[config.mk]
export PLATFORM = sky130hd
export DESIGN_NAME = lsu_mem_master
export DESIGN_NICKNAME = d
export VERILOG_FILES = /design/src/rtl/lsu_mem_master.sv
export SDC_FILE = /design/constraint.sdc
export NUM_CORES = 1
export LEC_CHECK = 0
export CORE_MARGIN = 2
export CORE_UTILIZATION = 41
export DETAILED_ROUTE_END_ITERATION = 6
export GPL_TIMING_DRIVEN = 0
export PLACE_DENSITY = 0.7
export SLEW_MARGIN = 20
export SYNTH_ARGS = -nofsm -noshare
export SYNTH_HDL_FRONTEND = slang
export SYNTH_SLANG_ARGS = --single-unit
export TNS_END_PERCENT = 10
[constraint.sdc]
create_clock -name clk -period 5.5 [get_ports clk]
set_clock_uncertainty 0.2 [all_clocks]
set_input_delay 1.375 -clock clk [delete_from_list [all_inputs] [get_ports clk]]
set_output_delay 1.375 -clock clk [all_outputs]
set_load 0.01 [all_outputs]
[src/rtl/lsu_mem_master.sv]
// lsu_mem_master: load/store initiator driving the data-memory port for the core.
// One request at a time on a valid/ready handshake. Misaligned halfword/word
// accesses are split into sequential byte accesses and reassembled little-endian.
// Build option: define LSU_MISALIGN_TRAP_EN to reject misaligned requests with
// resp_error instead of splitting them.

package lsu_mem_pkg;
    typedef enum logic [1:0] {
        BYTE     = 2'b00,
        HALFWORD = 2'b01,
        WORD     = 2'b10
    } mem_width_t;
endpackage

module lsu_mem_master
    import lsu_mem_pkg::*;
#(
    parameter int ADDR_WIDTH = 16
) (
    input  logic                  clk,
    input  logic                  rst_n,
    input  logic                  req_valid,
    output logic                  req_ready,
    input  logic                  req_write,
    input  mem_width_t            req_width,
    input  logic                  req_sign_extend,
    input  logic [ADDR_WIDTH-1:0] req_address,
    input  logic [31:0]           req_wdata,
    output logic                  resp_valid,
    output logic [31:0]           resp_rdata,
    output logic                  resp_error,
    output logic                  mem_write_enable,
    output mem_width_t            mem_width,
    output logic                  mem_sign_extend,
    output logic [ADDR_WIDTH-1:0] mem_address,
    output logic [31:0]           mem_wdata,
    input  logic [31:0]           mem_rdata
);

    typedef enum logic [1:0] {IDLE, ACCESS, RESP} state_t;

    state_t                state;
    logic                  write_q;
    mem_width_t            width_q;
    logic                  sext_q;
    logic [ADDR_WIDTH-1:0] addr_q;
    logic [31:0]           wdata_q;
    logic                  split_q;
    logic                  error_q;
    logic [1:0]            idx;
    logic [1:0]            last_idx;
    logic [31:0]           asm_q;

    logic                  req_legal;
    logic                  req_misaligned;
    logic                  req_error;
    logic                  req_split;
    logic [1:0]            idx_next;
    logic [31:0]           asm_next;
    logic [31:0]           load_data;

    // The memory never sign-extends; extension is done here after reassembly.
    assign mem_sign_extend = 1'b0;

    function automatic logic is_misaligned(input mem_width_t w, input logic [1:0] a);
        return ((w == HALFWORD) && a[0]) || ((w == WORD) && (a != 2'b00));
    endfunction

    function automatic logic [31:0] insert_byte(input logic [31:0] d, input logic [1:0] k,
                                                input logic [7:0] b);
        logic [31:0] r;
        r = d;
        r[{k, 3'b000} +: 8] = b;
        return r;
    endfunction

    function automatic logic [31:0] extend_load(input logic [31:0] d, input mem_width_t w,
                                                input logic s);
        case (w)
            BYTE:     return {{24{s & d[7]}}, d[7:0]};
            HALFWORD: return {{16{s & d[15]}}, d[15:0]};
            default:  return d;
        endcase
    endfunction

    // Classify the incoming request: legal width, alignment, split or error.
    always_comb begin
        req_legal      = (req_width == BYTE) || (req_width == HALFWORD) || (req_width == WORD);
        req_misaligned = req_legal && is_misaligned(req_width, req_address[1:0]);
`ifdef LSU_MISALIGN_TRAP_EN
        req_error      = !req_legal || req_misaligned;
        req_split      = 1'b0;
`else
        req_error      = !req_legal;
        req_split      = req_misaligned;
`endif
    end

    // Next byte index and the load word with the current byte merged in.
    always_comb begin
        idx_next  = idx + 2'd1;
        asm_next  = insert_byte(asm_q, idx, mem_rdata[7:0]);
        load_data = split_q ? asm_next : mem_rdata;
    end

    // Request FSM; all memory-port and response outputs are registered here.
    always_ff @(posedge clk or negedge rst_n) begin
        if (!rst_n) begin
            state            <= IDLE;
            req_ready        <= 1'b1;
            resp_valid       <= 1'b0;
            resp_rdata       <= 32'h0;
            resp_error       <= 1'b0;
            mem_write_enable <= 1'b0;
            mem_width        <= WORD;
            mem_address      <= '0;
            mem_wdata        <= 32'h0;
            write_q          <= 1'b0;
            width_q          <= WORD;
            sext_q           <= 1'b0;
            addr_q           <= '0;
            wdata_q          <= 32'h0;
            split_q          <= 1'b0;
            error_q          <= 1'b0;
            idx              <= 2'd0;
            last_idx         <= 2'd0;
            asm_q            <= 32'h0;
        end else begin
            case (state)
                IDLE: begin
                    if (req_valid) begin
                        state            <= ACCESS;
                        req_ready        <= 1'b0;
                        write_q          <= req_write;
                        width_q          <= req_width;
                        sext_q           <= req_sign_extend;
                        addr_q           <= req_address;
                        wdata_q          <= req_wdata;
                        split_q          <= req_split;
                        error_q          <= req_error;
                        idx              <= 2'd0;
                        last_idx         <= req_split ? ((req_width == WORD) ? 2'd3 : 2'd1) : 2'd0;
                        asm_q            <= 32'h0;
                        // First (or only) access is presented during the first ACCESS cycle.
                        mem_write_enable <= req_write && !req_error;
                        mem_width        <= req_error ? WORD : (req_split ? BYTE : req_width);
                        mem_address      <= req_address;
                        mem_wdata        <= req_wdata;
                    end
                end
                ACCESS: begin
                    if (split_q && (idx != last_idx)) begin
                        idx         <= idx_next;
                        asm_q       <= asm_next;
                        mem_address <= addr_q + ADDR_WIDTH'(idx_next);
                        mem_wdata   <= wdata_q >> {idx_next, 3'b000};
                    end else begin
                        state            <= RESP;
                        mem_write_enable <= 1'b0;
                        resp_valid       <= 1'b1;
                        resp_error       <= error_q;
                        resp_rdata       <= (error_q || write_q) ? 32'h0
                                            : extend_load(load_data, width_q, sext_q);
                    end
                end
                RESP: begin
                    state      <= IDLE;
                    resp_valid <= 1'b0;
                    req_ready  <= 1'b1;
                end
                default: begin
                    state            <= IDLE;
                    req_ready        <= 1'b1;
                    resp_valid       <= 1'b0;
                    mem_write_enable <= 1'b0;
                end
            endcase
        end
    end

endmodule

==> flow_summary.json, run 1 <==
{
  "power-per-cell-area_nw_per_um2": 578,
  "yosys_warnings": 0,
  "path_cells": "buf_2 > inv_2 > ha_1 > clkinv_1 > nor4_4 > a221oi_1 > o311ai_1",
  "hold_path.class": "flip-flop to flip-flop",
  "drt_iter0_markers": 682,
  "hold_violations": 0,
  "p_total_mw": 6.39,
  "met3_usage_pct": 4.69,
  "crit_family": "buffers and inverters",
  "io_buffers": 165,
  "crit_path_top_delay_cell": "ha_1",
  "rsz0062_at_grt": "no",
  "reg2reg_from": "idx[0]$_DFFE_PN0P_",
  "place_ws_ns": 1.67,
  "vdd_drop_max_v": 0.000382,
  "end_kind": "flip-flop",
  "firstDrtPassIters": 5,
  "place.gp.congestion": 0.884,
  "maxCapViolations": 0,
  "num_io_pins": 174,
  "fin_crit_sh_pct": 62.2,
  "cts_buffer_depth": 2,
  "p_leak_nw": 4.83,
  "synth_edf_count": 0,
  "setup_tns_ns": 0,
  "syn_to_final_growth_pct": 31.8,
  "cts_sinks": 177,
  "synthArstFlopShare_pct": 100,
  "register_area_um2": 4430,
  "slowest_delay_ns": 0.60,
  "num_rows": 52,
  "slew_headroom_pct": 50.3,
  "die_y_um": 147,
  "core_um2": 20200,
  "min_from": "resp_rdata[6]$_DFFE_PN0P_",
  "dp_hpwl_mm": 18.2,
  "required_ns": 5.63,
  "finalCriticalPeriod_ns": 3.42,
  "synthCells": 887,
  "routed_wl_mm": 25.1,
  "outcome": "finished, final reports clean",
  "wl_per_cell_um": 18.5,
  "multi_input_area_um2": 3580,
  "max_freq_mhz": 292,
  "met1_usage_pct": 32.3,
  "setup_ws_ns": 2.08,
  "grt_pass1_wl_mm": 39.6,
  "vias": 7448,
  "synth-seq-cells": 177,
  "clk_latency_ns": 0.44,
  "synthFlopType": "dfrtp_1",
  "yosysSeqAreaShare_pct": 52.9,
  "cts_root_buf": "clkbuf_16",
  "critical_path_class": "flip-flop to flip-flop",
  "drt.antenna.violating_nets": 0,
  "grt-ovfl-total": 0,
  "drive_above_1_share_pct": 7.73,
  "syn_area_per_cell_um2": 9.45,
  "final_area_um2": 11000,
  "critPathMaxFanout": 10,
  "grtUsageTotal_pct": 23.6,
  "worst_pin_slew_ns": 0.745,
  "grt_max_degree": 98,
  "critPathLaunchType": "flip-flop",
  "htreeDepth": 4,
  "cp.arrival_ns": 3.55,
  "viasPerCell": 5.49,
  "setup-violations-final": 0,
  "grt_pass1_vias": 7147,
  "n_fill_cell": 1829,
  "cts_setup_buffers": 0,
  "grt_antenna_before_repair": 0,
  "busiest_layer": "met2",
  "ys_types": 59,
  "layout.nets": 1168,
  "dieWidth_um": 147,
  "clk_pin_slew_ns": 0.07,
  "path_buf_inv": 3,
  "initial_utilization_pct": 41.6,
  "dieArea_um2": 21600,
  "antenna_cells": 0,
  "placed_area_um2": 10400,
  "fin_util_pct": 54.8,
  "final_max_slew_viol_count": 0,
  "cts_resized": 0,
  "cts_tree": "yes",
  "cp-startpoint": "idx[0]$_DFFE_PN0P_",
  "cts_hold_buf": 0,
  "cts_made_buffers": 17,
  "synth_fp_nets": 982,
  "met2_usage_pct": 37.5,
  "drc": 0,
  "syn-cell-area_um2": 8380
}
-- state kept, by name (all words and copies together) (netlist names), 2 cells and up --
register	cells
width_q	2
state	2
last_idx	2
mem_width	2
wdata_q	32
mem_address	16
idx	2
mem_wdata	32
asm_q	32
resp_rdata	32
addr_q	16
-- synth_stat cells, types with 6 or more instances --
master      n  share of area (%)
a22oi_1    23                2.1
buf_2       6               0.36
a21oi_1    19                1.1
inv_1      24                1.1
nor2_1     59                2.6
clkbuf_1   47                2.1
dfrtp_1   174                 52
nand3_1    20                1.2
a222oi_1    8               0.96
o21ai_0    69                4.1
o311ai_1    7               0.73
a221oi_1   15                1.6
o211ai_1   10               0.90
mux2i_1     9                1.1
xor2_1      7               0.73
nand2_1   234                 10
a31oi_1    11               0.82
a22o_1     48                5.0
mux2_2     17                2.3
xnor2_1     8               0.84
ha_1        7                1.0
-- stage by stage --
stage | std cells | hold slack [ns]
CTS | 1356 | 0.283
finish | 1356 | 0.286
floorplan | 887 | 0.245
global placement | 1322 | 0.262
global route | 1356 | 0.303
detailed placement | 1324 | 0.265
-- final cells by class --
class	count	share of cell area, %
Tap cell	270	3.06
Timing Repair Buffer	167	15.5
Sequential cell	177	40.1
Clock inverter	15	1.74
Buffer	62	2.38
Multi-Input combinational cell	621	32.4
Clock buffer	17	3.85
Inverter	27	0.917
-- path summary, 6_finish.rpt --
check	cells after the start	end	slack, ns
max reg2reg	7	resp_rdata[10]$_DFFE_PN0P_	2.08
min in group asynchronous	1	resp_rdata[21]$_DFFE_PN0P_	0.53
max in group asynchronous	3	wdata_q[1]$_DFFE_PN0P_	3.57
min reg2reg	2	resp_rdata[6]$_DFFE_PN0P_	0.29
min	2	resp_rdata[6]$_DFFE_PN0P_	0.29
max	7	resp_rdata[10]$_DFFE_PN0P_	2.08
-- routing by layer --
layer	share of wire (%)	up-vias
met5	0	-
met4	2.6	0
met3	7.8	50
met2	46	350
met1	43	3578
li1	-	3470
-- cells by family after synthesis --
| logic type | count (synthesis) | share of synthesized area, % |
|---|---|---|
| simple gates | 347 | 17.7 |
| compound gates | 224 | 18.8 |
| flops | 177 | 52.9 |
| buf+inv | 89 | 4.34 |
| mux | 26 | 3.36 |
| xor+xnor | 15 | 1.57 |
| fa+ha+maj | 8 | 1.28 |
| other cells | 1 | 0.0447 |
-- tightest hold or removal path: stages, from the launching register on --
cell     delay (ns)
dfrtp_1        0.34
nand2_1        0.05
o21ai_1        0.06
-- power by group --
group	switching [mW]	internal, mW
clock	0.589	0.694
combinational	1.65	1.25
sequential	0.391	1.81
total	2.63	3.76
-- cells in the final DEF, fill, tap and decap left out, types with 3 or more instances in the layout --
cell and n:
o211ai_1 10, nand3b_1 3, inv_6 4, xor2_1 7
nand2_1 234, o311ai_1 7, mux2_2 17, buf_2 6
a22oi_1 23, nor2_1 59, nand4_1 4, o21ai_0 69
xnor2_1 8, ha_1 7, dfstp_2 3, clkinv_4 3
a31oi_1 11, and3_1 5, clkbuf_2 3, mux2i_1 9
clkbuf_16 17, clkdlybuf4s50_1 164, dfrtp_1 174, a222oi_1 8
nand3_1 20, nor2b_1 3, inv_8 3, inv_1 24
a22o_1 48, a221oi_1 15, a21oi_1 19, clkbuf_1 47
buf_4 3
(Power assumes the default switching activity.)
==> run 2, diff against run 1 <==
==> constraint.sdc (replaced) <==
create_clock -name clk -period 3.5 [get_ports clk]
set_clock_uncertainty 0.2 [all_clocks]
set_input_delay 0.875 -clock clk [delete_from_list [all_inputs] [get_ports clk]]
set_output_delay 0.875 -clock clk [all_outputs]
set_load 0.01 [all_outputs]
==> run 2 against run 1 <==
Net effect: via count is 0.50% lower; total power is 57% higher; global-route usage unchanged; register-to-register slack got worse by 1.8 ns; wire length is 0.19% higher; combinational power is 57% higher; final cell count did not move; non-clock buffer count is the same; maximum frequency grew 5.1%; critical endpoint is now mem_address[15]$_DFFE_PN0P_; largest cell class unchanged; largest power group unchanged; highest routed layer unchanged.
==> flow_summary.json, run 2 (same netlist as run 1, synthesis figures left out) <==
{
  "setup_tns_ns": 0,
  "numPlacedInstances": 1324,
  "path_buf_inv": 3,
  "drt_iter0_markers": 646,
  "io_buffers": 165,
  "cellInternalPower_mw": 5.91,
  "place.gp.congestion": 0.884,
  "drt.antenna.violating_nets": 0,
  "final_cell_mix": "234 x nand2_1, 174 x dfrtp_1, 164 x clkdlybuf4s50_1",
  "fin_util_pct": 54.8,
  "path_cells": "buf_2 > inv_2 > ha_2 > ha_1 > a21o_1 > and3_1 > clkbuf_1 > a31o_2 > a21oi_1 > o21ai_0",
  "core_um2": 20200,
  "cts_setup_buffers": 0,
  "final_cells": 1356,
  "hold_path.class": "primary input to async pin",
  "dieArea_um2": 21600,
  "n_fill_cell": 1827,
  "setup_ws_ns": 0.245,
  "finalCriticalPeriod_ns": 3.26,
  "net-switching-power_mw": 4.13,
  "hold_violations": 0,
  "vdd_drop_max_v": 0.000596,
  "maxCapViolations": 0,
  "worst_pin_slew_ns": 0.749,
  "drive_above_1_share_pct": 7.92,
  "cts_root_buf": "clkbuf_16",
  "pwr-share-clk_pct": 20.0,
  "required_ns": 3.61,
  "vias": 7411,
  "clk_pin_slew_ns": 0.08,
  "cts_buffer_depth": 2,
  "num_rows": 52,
  "rsz0062_at_grt": "no",
  "antenna_cells": 0,
  "wl_per_cell_um": 18.6,
  "cp.arrival_ns": 3.36,
  "fin_crit_sh_pct": 93.0,
  "final_area_um2": 11100,
  "crit_family": "adder cells",
  "p_leak_nw": 4.82,
  "routed_wl_mm": 25.2,
  "num_io_pins": 174,
  "power_frac_comb_pct": 45.6,
  "final_max_slew_viol_count": 0,
  "dp_hpwl_mm": 18.2,
  "power.share.switching_pct": 41.2,
  "register_area_um2": 4430,
  "critPathMaxFanout": 10,
  "layout_commonest_cell": "nand2_1",
  "cts_sinks": 177,
  "whs_ns": 0.0370,
  "slew_headroom_pct": 50.0,
  "critPathLaunchType": "flip-flop",
  "dieWidth_um": 147,
  "grt_antenna_before_repair": 0,
  "htreeDepth": 4,
  "grt_pass1_vias": 7147,
  "end_kind": "flip-flop",
  "slowest_delay_ns": 0.53,
  "placed_area_um2": 10400,
  "grt_max_degree": 98,
  "cts_tree": "yes",
  "r2r_end": "mem_address[15]$_DFFE_PN0P_",
  "syn_to_final_growth_pct": 31.9,
  "grt-ovfl-total": 0,
  "cts_hold_buf": 0,
  "cts_made_buffers": 17,
  "setup-violations-final": 0,
  "grtUsageTotal_pct": 23.6,
  "reg2reg_from": "idx[0]$_DFFE_PN0P_",
  "firstDrtPassIters": 5,
  "place_ws_ns": 0.143,
  "critical_path_class": "flip-flop to flip-flop",
  "die_y_um": 147,
  "max_freq_mhz": 307,
  "initial_utilization_pct": 41.6,
  "multi_input_area_um2": 3590,
  "reg2reg_depth": 10,
  "viasPerCell": 5.47,
  "power-per-cell-area_nw_per_um2": 908,
  "outcome": "finished, final reports clean",
  "p_total_mw": 10.0,
  "r2r_slack_ns": 0.24,
  "pwr-share-seq_pct": 34.5,
  "crit_path_top_delay_cell": "ha_2",
  "drc": 0,
  "grt_pass1_wl_mm": 39.6,
  "clk_latency_ns": 0.44,
  "layout.nets": 1168
}
[run 2: changes by cell type in the layout (fill, tap and decap cells not counted), sizes merged]
cell and delta:
clkinv -1, clkinvlp +1
[run 2: power by group through the flow]
| stage | combinational [mW] | clock, mW | sequential [mW] |
|---|---|---|---|
| 2_1_floorplan | 2.52 | 0 | 3.51 |
| 3_3_place_gp | 4.47 | 0 | 3.46 |
| 3_5_place_dp | 4.55 | 0 | 3.47 |
| 4_1_cts | 4.58 | 2.02 | 3.45 |
| 5_1_grt | 5.01 | 2.12 | 3.56 |
| 6_report | 4.58 | 2.01 | 3.46 |
[run 2: routing by layer]
metal / part of all wire, % / vias up / global-route usage [%]
met2: 47 / 321 / 37.5
met1: 43 / 3573 / 32.3
li1: - / 3472 / -
met3: 7.4 / 45 / 4.69
met4: 2.7 / 0 / 8.61
met5: 0 / - / 0
[run 2: how the worst max path moves through the flow]
stage | start | end | slack [ns] | cells past startpoint
2_1_floorplan | idx[0]$_DFFE_PN0P_ | mem_address[15]$_DFFE_PN0P_ | 0.71 | 10
3_3_place_gp | rst_n | mem_wdata[10]$_DFFE_PN0P_ | -6.11 | 1
3_5_place_dp | idx[0]$_DFFE_PN0P_ | resp_rdata[10]$_DFFE_PN0P_ | 0.14 | 7
4_1_cts | idx[0]$_DFFE_PN0P_ | resp_rdata[10]$_DFFE_PN0P_ | 0.12 | 7
5_1_grt | idx[0]$_DFFE_PN0P_ | mem_address[15]$_DFFE_PN0P_ | 0.12 | 10
6_report | idx[0]$_DFFE_PN0P_ | mem_address[15]$_DFFE_PN0P_ | 0.24 | 10
[run 2: repair_timing]
item,CTS,global route
hold endpoints to repair,0,0
gates resized for setup,0,2
endpoints found under the setup margin,0,4
[run 2: layout make-up]
type | instances | share of cell area (%)
inverter | 27 | 0.951
clock inverter | 15 | 1.74
multi-input combinational | 621 | 32.4
sequential | 177 | 40.1
buffer | 62 | 2.38
clock buffer | 17 | 3.85
tap | 270 | 3.06
timing repair buffer | 167 | 15.5
==> run 3, diff against run 2 <==
--- a/config.mk
+++ b/config.mk
@@ -5,7 +5,6 @@
 export SDC_FILE = /design/constraint.sdc
 export NUM_CORES = 1
 export LEC_CHECK = 0
-export CORE_MARGIN = 2
 export CORE_UTILIZATION = 41
 export DETAILED_ROUTE_END_ITERATION = 6
 export GPL_TIMING_DRIVEN = 0
==> run 3 against run 2 <==
Net effect: critical path type unchanged; clock power fell by 8%; largest power group unchanged; global-route usage rose by 0.72 points; non-clock buffer count fell by 1; worst hold slack improved by 0.19 ns; setup slack improved by 0.019 ns; sequential cell count did not move; critical endpoint unchanged; total power fell by 1.8%; sequential power barely moved; first-iteration DRC count rose by 11%; largest cell class unchanged; wire length fell by 1.4%; utilization rose by 0.61 points; register-to-register slack improved by 0.02 ns.
==> flow_summary.json, run 3 (same netlist as run 1, synthesis figures left out) <==
{
  "outcome": "finished, final reports clean",
  "dieWidth_um": 145,
  "grtUsageTotal_pct": 24.3,
  "num_io_pins": 174,
  "n_fill_cell": 1748,
  "pwr-share-seq_pct": 35.1,
  "cellInternalPower_mw": 5.77,
  "dp_hpwl_mm": 17.8,
  "rsz0062_at_grt": "no",
  "place.gp.congestion": 0.873,
  "final_max_slew_viol_count": 0,
  "whs_ns": 0.222,
  "cts_root_buf": "clkbuf_16",
  "clk_latency_ns": 0.44,
  "p_leak_nw": 4.77,
  "vias": 7396,
  "power_frac_comb_pct": 46.3,
  "syn_to_final_growth_pct": 30.8,
  "finalCriticalPeriod_ns": 3.24,
  "drc": 0,
  "drt.antenna.violating_nets": 0,
  "register_area_um2": 4430,
  "viasPerCell": 5.48,
  "core_um2": 19800,
  "grt_pass1_vias": 7108,
  "initial_utilization_pct": 42.4,
  "layout.nets": 1167,
  "cts_sinks": 177,
  "clk_pin_slew_ns": 0.07,
  "layout_commonest_cell": "nand2_1",
  "pwr-share-clk_pct": 18.6,
  "firstDrtPassIters": 6,
  "cts_hold_buf": 0,
  "net-switching-power_mw": 4.09,
  "cts_resized": 0,
  "grt_pass1_wl_mm": 40.0,
  "slew_headroom_pct": 49.1,
  "p_total_mw": 9.86,
  "grt_antenna_before_repair": 0,
  "max_freq_mhz": 309,
  "critPathLaunchType": "flip-flop",
  "worst_pin_slew_ns": 0.762,
  "cts_buffer_depth": 2,
  "cts_setup_buffers": 0,
  "setup-violations-final": 0,
  "antenna_cells": 0,
  "end_kind": "flip-flop",
  "die_y_um": 145,
  "num_rows": 51,
  "wl_per_cell_um": 18.4,
  "final_cell_mix": "234 x nand2_1, 174 x dfrtp_1, 164 x clkdlybuf4s50_1",
  "hold_path.class": "primary input to async pin",
  "hold_violations": 0,
  "cts_made_buffers": 17,
  "critical_path_class": "flip-flop to flip-flop",
  "cts_tree": "yes",
  "setup_tns_ns": 0,
  "place_ws_ns": 0.135,
  "vdd_drop_max_v": 0.000411,
  "htreeDepth": 4,
  "multi_input_area_um2": 3590,
  "cp.arrival_ns": 3.35,
  "required_ns": 3.61,
  "routed_wl_mm": 24.8,
  "power-per-cell-area_nw_per_um2": 899,
  "dieArea_um2": 21000,
  "fin_util_pct": 55.4,
  "drt_iter0_markers": 716,
  "setup_ws_ns": 0.264,
  "grt_max_degree": 97,
  "fin_crit_sh_pct": 92.5,
  "grt-ovfl-total": 0,
  "maxCapViolations": 0,
  "power.share.switching_pct": 41.5,
  "critPathMaxFanout": 10,
  "drive_above_1_share_pct": 7.83,
  "io_buffers": 165
}
## run 3: metal layers
metal  part of all wire, %  vias to the layer above  global-route usage (%)
li1                      -                     3459                       -
met1                    45                     3605                    33.4
met2                    47                      302                    38.5
met3                   6.8                       30                    4.69
met4                   1.7                        0                    7.98
met5                     0                        -                       0
## run 3: critical path: stages, from the launching register on
cell	delay [ns]
dfrtp_1	0.53
buf_2	0.34
inv_2	0.17
ha_2	0.52
ha_1	0.29
a21o_1	0.22
and3_1	0.18
clkbuf_1	0.17
a31o_2	0.28
a21oi_1	0.12
o21ai_0	0.10
## run 3: final timing paths
path,slack (ns),startpoint,cells after the start,to
worst max-delay path,0.26,idx[0]$_DFFE_PN0P_,10,mem_address[15]$_DFFE_PN0P_
worst min-delay path,0.22,rst_n,1,resp_rdata[6]$_DFFE_PN0P_
worst max register to register,0.26,idx[0]$_DFFE_PN0P_,10,mem_address[15]$_DFFE_PN0P_
worst min register to register,0.28,mem_width[0]$_DFFE_PN0P_,2,mem_width[0]$_DFFE_PN0P_
max in group asynchronous,1.99,rst_n,2,mem_address[3]$_DFFE_PN0P_
min in group clk,0.28,mem_width[0]$_DFFE_PN0P_,2,mem_width[0]$_DFFE_PN0P_
## run 3: cell type report
| cell class | count | area share [%] |
|---|---|---|
| Sequential cell | 177 | 40.4 |
| Tap cell | 265 | 3.02 |
| Buffer | 62 | 2.40 |
| Inverter | 27 | 0.959 |
| Multi-Input combinational cell | 621 | 32.7 |
| Timing Repair Buffer | 166 | 15.4 |
| Clock inverter | 14 | 1.11 |
| Clock buffer | 18 | 4.01 |
## run 3: through the flow
stage | std cells | instance area (um2)
after floorplan | 887 | 8380
after global placement | 1317 | 10400
after detailed placement | 1318 | 10400
after CTS | 1350 | 11000
after global routing | 1350 | 11000
final | 1350 | 11000
## run 3: power groups by stage
stage	clock network (mW)	registers [mW]	logic, mW
floorplan	0	3.51	2.52
global placement	0	3.46	4.47
detailed placement	0	3.47	4.54
CTS	1.86	3.45	4.57
global route	1.95	3.56	5.02
finish	1.84	3.46	4.56
